--- config.mk ---
export PLATFORM = sky130hd
export DESIGN_NAME = mem_arbiter
export DESIGN_NICKNAME = d
export VERILOG_FILES = /design/src/rtl/mem_pkg.sv /design/src/rtl/starve_cnt.sv /design/src/rtl/mem_arbiter.sv
export SDC_FILE = /design/constraint.sdc
export NUM_CORES = 1
export LEC_CHECK = 0
export CAP_MARGIN = 20
export CELL_PAD_IN_SITES_DETAIL_PLACEMENT = 2
export CELL_PAD_IN_SITES_GLOBAL_PLACEMENT = 2
export CORE_MARGIN = 3
export CORE_UTILIZATION = 22
export DETAILED_ROUTE_END_ITERATION = 10
export PLACE_DENSITY_LB_ADDON = 0.1
export SYNTH_ARGS = -nofsm -noshare
export SYNTH_HDL_FRONTEND = slang
export SYNTH_SLANG_ARGS = --single-unit
--- constraint.sdc ---
create_clock -name clk -period 4 [get_ports clk]
set_input_delay 1.2 -clock clk [delete_from_list [all_inputs] [get_ports clk]]
set_output_delay 1.2 -clock clk [all_outputs]
set_load 0.005 [all_outputs]
--- src/rtl/mem_pkg.sv ---
// rtl/mem_pkg.sv - shared state and owner encodings for the memory arbiter
package mem_pkg;

  typedef enum logic [1:0] {
    IDLE   = 2'd0,
    ACCESS = 2'd1,
    RESP   = 2'd2
  } state_t;

  typedef enum logic {
    OWN_IF = 1'b0,
    OWN_D  = 1'b1
  } owner_t;

  // Counter width that can hold 0..max, never narrower than one bit.
  function automatic int cnt_width(input int max);
    return (max < 1) ? 1 : $clog2(max + 1);
  endfunction

endpackage

--- src/rtl/starve_cnt.sv ---
// rtl/starve_cnt.sv - saturating count of data grants taken while a fetch waits
module starve_cnt
  import mem_pkg::*;
#(
  parameter int STARVE_MAX = 3
) (
  input  logic clk,
  input  logic rst,
  input  logic inc,
  input  logic clr,
  output logic sat
);

  localparam int CW = cnt_width(STARVE_MAX);
  localparam logic [CW-1:0] MAXV = CW'(STARVE_MAX);

  logic [CW-1:0] cnt;

  always_ff @(posedge clk or posedge rst) begin
    if (rst) begin
      cnt <= '0;
    end else if (clr) begin
      cnt <= '0;
    end else if (inc && cnt != MAXV) begin
      cnt <= cnt + 1'b1;
    end
  end

  assign sat = (cnt == MAXV);

endmodule

--- src/rtl/mem_arbiter.sv ---
// rtl/mem_arbiter.sv - two-port (fetch/data) arbiter onto one combinational-read memory
module mem_arbiter
  import mem_pkg::*;
#(
  parameter int STARVE_MAX = 3,
  parameter int IDX_W      = 12
) (
  input  logic             clk,
  input  logic             rst,
  input  logic             if_req,
  input  logic [31:0]      if_addr,
  output logic [31:0]      if_rdata,
  output logic             if_ready,
  input  logic             d_rd,
  input  logic             d_wr,
  input  logic [31:0]      d_addr,
  input  logic [31:0]      d_wdata,
  output logic [31:0]      d_rdata,
  output logic             d_ready,
  output logic [IDX_W-1:0] m_idx,
  output logic [31:0]      m_wdata,
  output logic             m_we,
  input  logic [31:0]      m_rdata,
  output logic             busy
);

  state_t state, next_state;
  owner_t owner;
  logic   wr_flag;
  logic   d_req, grant, fetch_win, sat;
  logic   unused_addr_hi;

  assign d_req     = d_rd | d_wr;
  assign grant     = (state == IDLE) && (if_req || d_req);
  // Fetch only wins a contended cycle once the data port has used up its allowance.
  assign fetch_win = if_req && (!d_req || sat);

  assign unused_addr_hi = ^{if_addr[31:IDX_W], d_addr[31:IDX_W]};

  starve_cnt #(.STARVE_MAX(STARVE_MAX)) u_starve (
    .clk (clk),
    .rst (rst),
    .inc (grant && !fetch_win && if_req),
    .clr (grant && fetch_win),
    .sat (sat)
  );

  always_ff @(posedge clk or posedge rst) begin
    if (rst) begin
      state <= IDLE;
    end else begin
      state <= next_state;
    end
  end

  always_comb begin
    next_state = state;
    case (state)
      IDLE:    if (if_req || d_req) next_state = ACCESS;
      ACCESS:  next_state = RESP;
      RESP:    next_state = IDLE;
      default: next_state = IDLE;
    endcase
  end

  always_comb begin
    m_we     = 1'b0;
    busy     = 1'b0;
    if_ready = 1'b0;
    d_ready  = 1'b0;
    case (state)
      ACCESS: begin
        busy = 1'b1;
        m_we = wr_flag;
      end
      RESP: begin
        busy     = 1'b1;
        if_ready = (owner == OWN_IF);
        d_ready  = (owner == OWN_D);
      end
      default: ;
    endcase
  end

  // A simultaneous read+write on the data port is taken as a write.
  always_ff @(posedge clk or posedge rst) begin
    if (rst) begin
      owner   <= OWN_IF;
      wr_flag <= 1'b0;
      m_idx   <= '0;
      m_wdata <= '0;
    end else if (grant) begin
      if (fetch_win) begin
        owner   <= OWN_IF;
        wr_flag <= 1'b0;
        m_idx   <= if_addr[IDX_W-1:0];
      end else begin
        owner   <= OWN_D;
        wr_flag <= d_wr;
        m_idx   <= d_addr[IDX_W-1:0];
        m_wdata <= d_wdata;
      end
    end
  end

  always_ff @(posedge clk or posedge rst) begin
    if (rst) begin
      if_rdata <= '0;
      d_rdata  <= '0;
    end else if (state == ACCESS && !wr_flag) begin
      if (owner == OWN_IF) begin
        if_rdata <= m_rdata;
      end else begin
        d_rdata <= m_rdata;
      end
    end
  end

endmodule

==> impl_metrics.csv <==
group,metric,value,unit
run_status,status,"finished, final reports clean",
clock_tree,hold_buffers,0,
yosys,synth-simple-area-share,3.33,%
job,maxCapViolCount,0,
yosys,synth.avg_cell_area,16.0,um^2
yosys,synth_cell_types,23,
yosys,synth_xor_area_share,0,%
routing,vias_per_cell,4.19,
setup_path,worstSetupStartpointType,"flop",
cells_and_area,fin_cells,772,
yosys,syn-cell-area,4480,um^2
power_and_ir_drop,seqPwrFrac,33.2,%
floorplanning,rows,51,
power_and_ir_drop,p_int,4.51,mW
sta,hold_viol,0,
yosys,syn-num-nets,418,
floorplanning,die_y,149,um
power_and_ir_drop,leakagePower,3.04,nW
yosys,yosys-mux-area-fraction,24.7,%
power_and_ir_drop,p_comb_share,41.7,%
routing,drc,0,
placement,dp_hpwl,9850,um
yosys,ys_seq_elements,114,
routing,first_iter_violations,62,
routing,antenna_left,0,
sta,fin_crit,2.97,ns
setup_path,crit_start,"state[1]",
cells_and_area,final_cell_mix,"clkdlybuf4s50_1, dfrtp_1, mux2_2",
grt,grt_max_degree,115,
setup_path,worstPathRequired,2.80,ns
grt,grtUsageTotal,13.0,%
routing,via_count,3233,
power_and_ir_drop,total_power,6.21,mW
sta,period_share,74.3,%
placement,portBuffers,204,
power_and_ir_drop,clkPwrFrac,25.1,%
clock_tree,post_cts_buffers,0,
yosys,synthAdderAreaFrac,1.68,%
power_and_ir_drop,power_per_cell_area,834,nW/um^2
yosys,synth_compound_area_share,4.25,%
grt,antenna_found_initial,1,
placement,gp_congestion,0.675,
placement,placedCellCount,741,
grt,grt_pass1_vias,3831,
clock_tree,clk_pin_slew,0.05,ns
floorplanning,core_area,19700,um^2
grt,grt_first_pass_wirelength,21800,um
sta,holdWs,0.504,ns
setup_path,cp-end-kind,"output port",
yosys,netlist_instances,279,
clock_tree,htreeDepth,4,
sta,rsz0062_at_grt,"false",
cells_and_area,antenna-diode-count,0,
floorplanning,dieArea,22100,um^2
setup_path,r2r_start,"state[1]",
clock_tree,cts_max_path_buffers,2,
cells_and_area,areaGrowthSynthToFinish,66.2,%
sta,finalMaxSlewViolations,0,
hold_path,min_path_type,"reg2reg",
cells_and_area,final_net_count,634,
sta,skew,0.0100,ns
clock_tree,post_cts_resize_count,0,
clock_tree,cts_tree,"done",
setup_path,cp_max_fo,4,
power_and_ir_drop,netSwitchingPower,1.70,mW
routing,wirelength,14000,um
clock_tree,root_buffer,"clkbuf_16",
clock_tree,cts_made_buffers,17,
sta,setup-tns-final,0,ns
power_and_ir_drop,sw_frac_of_total,27.4,%
grt,grt_overflow,0,
cells_and_area,final_common_cell,"clkdlybuf4s50_1",
setup_path,path_class,"reg2out",
sta,worst_pin_slew,0.783,ns
floorplanning,die_x,149,um
floorplanning,boundaryPins,245,
sta,max_freq,337,MHz
cells_and_area,drive_above_1_share,27.2,%
sta,setup_violations,0,
sta,slew_headroom,47.6,%
routing,firstDrtPassIters,4,
setup_path,cp_data_arrival_time,1.77,ns
yosys,synth_top_family_by_area,"multiplexers",
floorplanning,initial_utilization,22.7,%
yosys,yosysWarnings,0,
power_and_ir_drop,peakVddDrop,0.317,mV
yosys,yosysSeqAreaShare,63.7,%
routing,wire_per_inst,18.1,um
hold_path,min_from,"d_rdata[26]",
clock_tree,clock_latency,0.41,ns
clock_tree,clock_sinks,114,
[final cells by class]
type / count / area [um^2]
multi-input cells: 149 / 1530
clock inverters: 9 / 129
well taps: 265 / 332
inverters: 3 / 15.0
clock buffers: 22 / 474
flip-flops and latches: 114 / 2850
fillers: 1984 / 12300
repair buffers: 210 / 2110
[power by group through the flow]
| stage | clock network, mW | logic, mW | registers (mW) |
|---|---|---|---|
| detailed placement | 0 | 2.65 | 2.08 |
| floorplan | 0 | 1.04 | 2.09 |
| global route | 1.68 | 2.81 | 2.15 |
| finish | 1.56 | 2.59 | 2.06 |
| CTS | 1.62 | 2.67 | 2.08 |
| global placement | 0 | 2.61 | 2.04 |
[state kept, by name (all words and copies together) (netlist names)]
name and count:
u_starve.cnt 2, wr_flag 1, d_rdata 32, m_idx 12, if_rdata 32, m_wdata 32, owner 1, state 2
[cell families (layout without fill, tap and decap cells)]
kind of cell / Yosys count / count (layout)
flip-flops: 114 / 114
multiplexers: 98 / 98
AND/OR/NAND/NOR: 24 / 24
AO/OA/AOI/OAI: 21 / 21
buffers and inverters: 16 / 244
adder cells (fa/ha/maj): 6 / 6
[worst max-delay path, cell delays in order, from the launching register on]
cell	delay [ns]
dfrtp_1	0.39
inv_1	0.14
ha_1	0.20
and2_1	0.13
clkdlybuf4s50_1	0.51
[stage by stage]
stage / setup WS [ns] / util [%] / area [um^2]
after floorplan: 1.41 / - / 4480
after global placement: 1.12 / 34.7 / 6840
after detailed placement: 1.09 / 34.7 / 6840
after CTS: 0.990 / 37.7 / 7440
after global routing: 0.926 / 37.7 / 7440
final: 1.03 / 37.7 / 7440
[routing by layer]
metal  GRT usage [%]  part of all wire [%]
met1            15.1                    41
met2            19.8                    46
met3            7.40                    12
met4            4.99                   1.5
met5               0                 0.093
[final timing paths]
kind / to / slack, ns / cells past startpoint
max: m_we / 1.03 / 4
min: d_rdata[26] / 0.50 / 1
max reg2reg: if_rdata[13] / 1.74 / 5
min reg2reg: d_rdata[26] / 0.50 / 1
max in group asynchronous: wr_flag / 2.19 / 3
min in group asynchronous: if_rdata[23] / 1.31 / 3
[synth_stat cells (all sizes together)]
library cell    n  area share, %
or2b            1           0.17
nor2b           1           0.14
o31ai           1           0.17
o21ai           3           0.34
buf            12            2.0
inv             3           0.25
a32o            1           0.22
a22o            1           0.20
nor3b           1           0.28
o21ba           1           0.22
o21a            1           0.17
a21boi          1           0.25
ha              6            1.7
and2           14            2.0
nand2           4           0.34
clkbuf          1          0.084
dfrtp         114             64
nor2            1          0.084
nor4b           1           0.20
a221o          12            2.7
mux2           98             25
nand3b          1           0.17
Power figures use the tool's default switching activity.
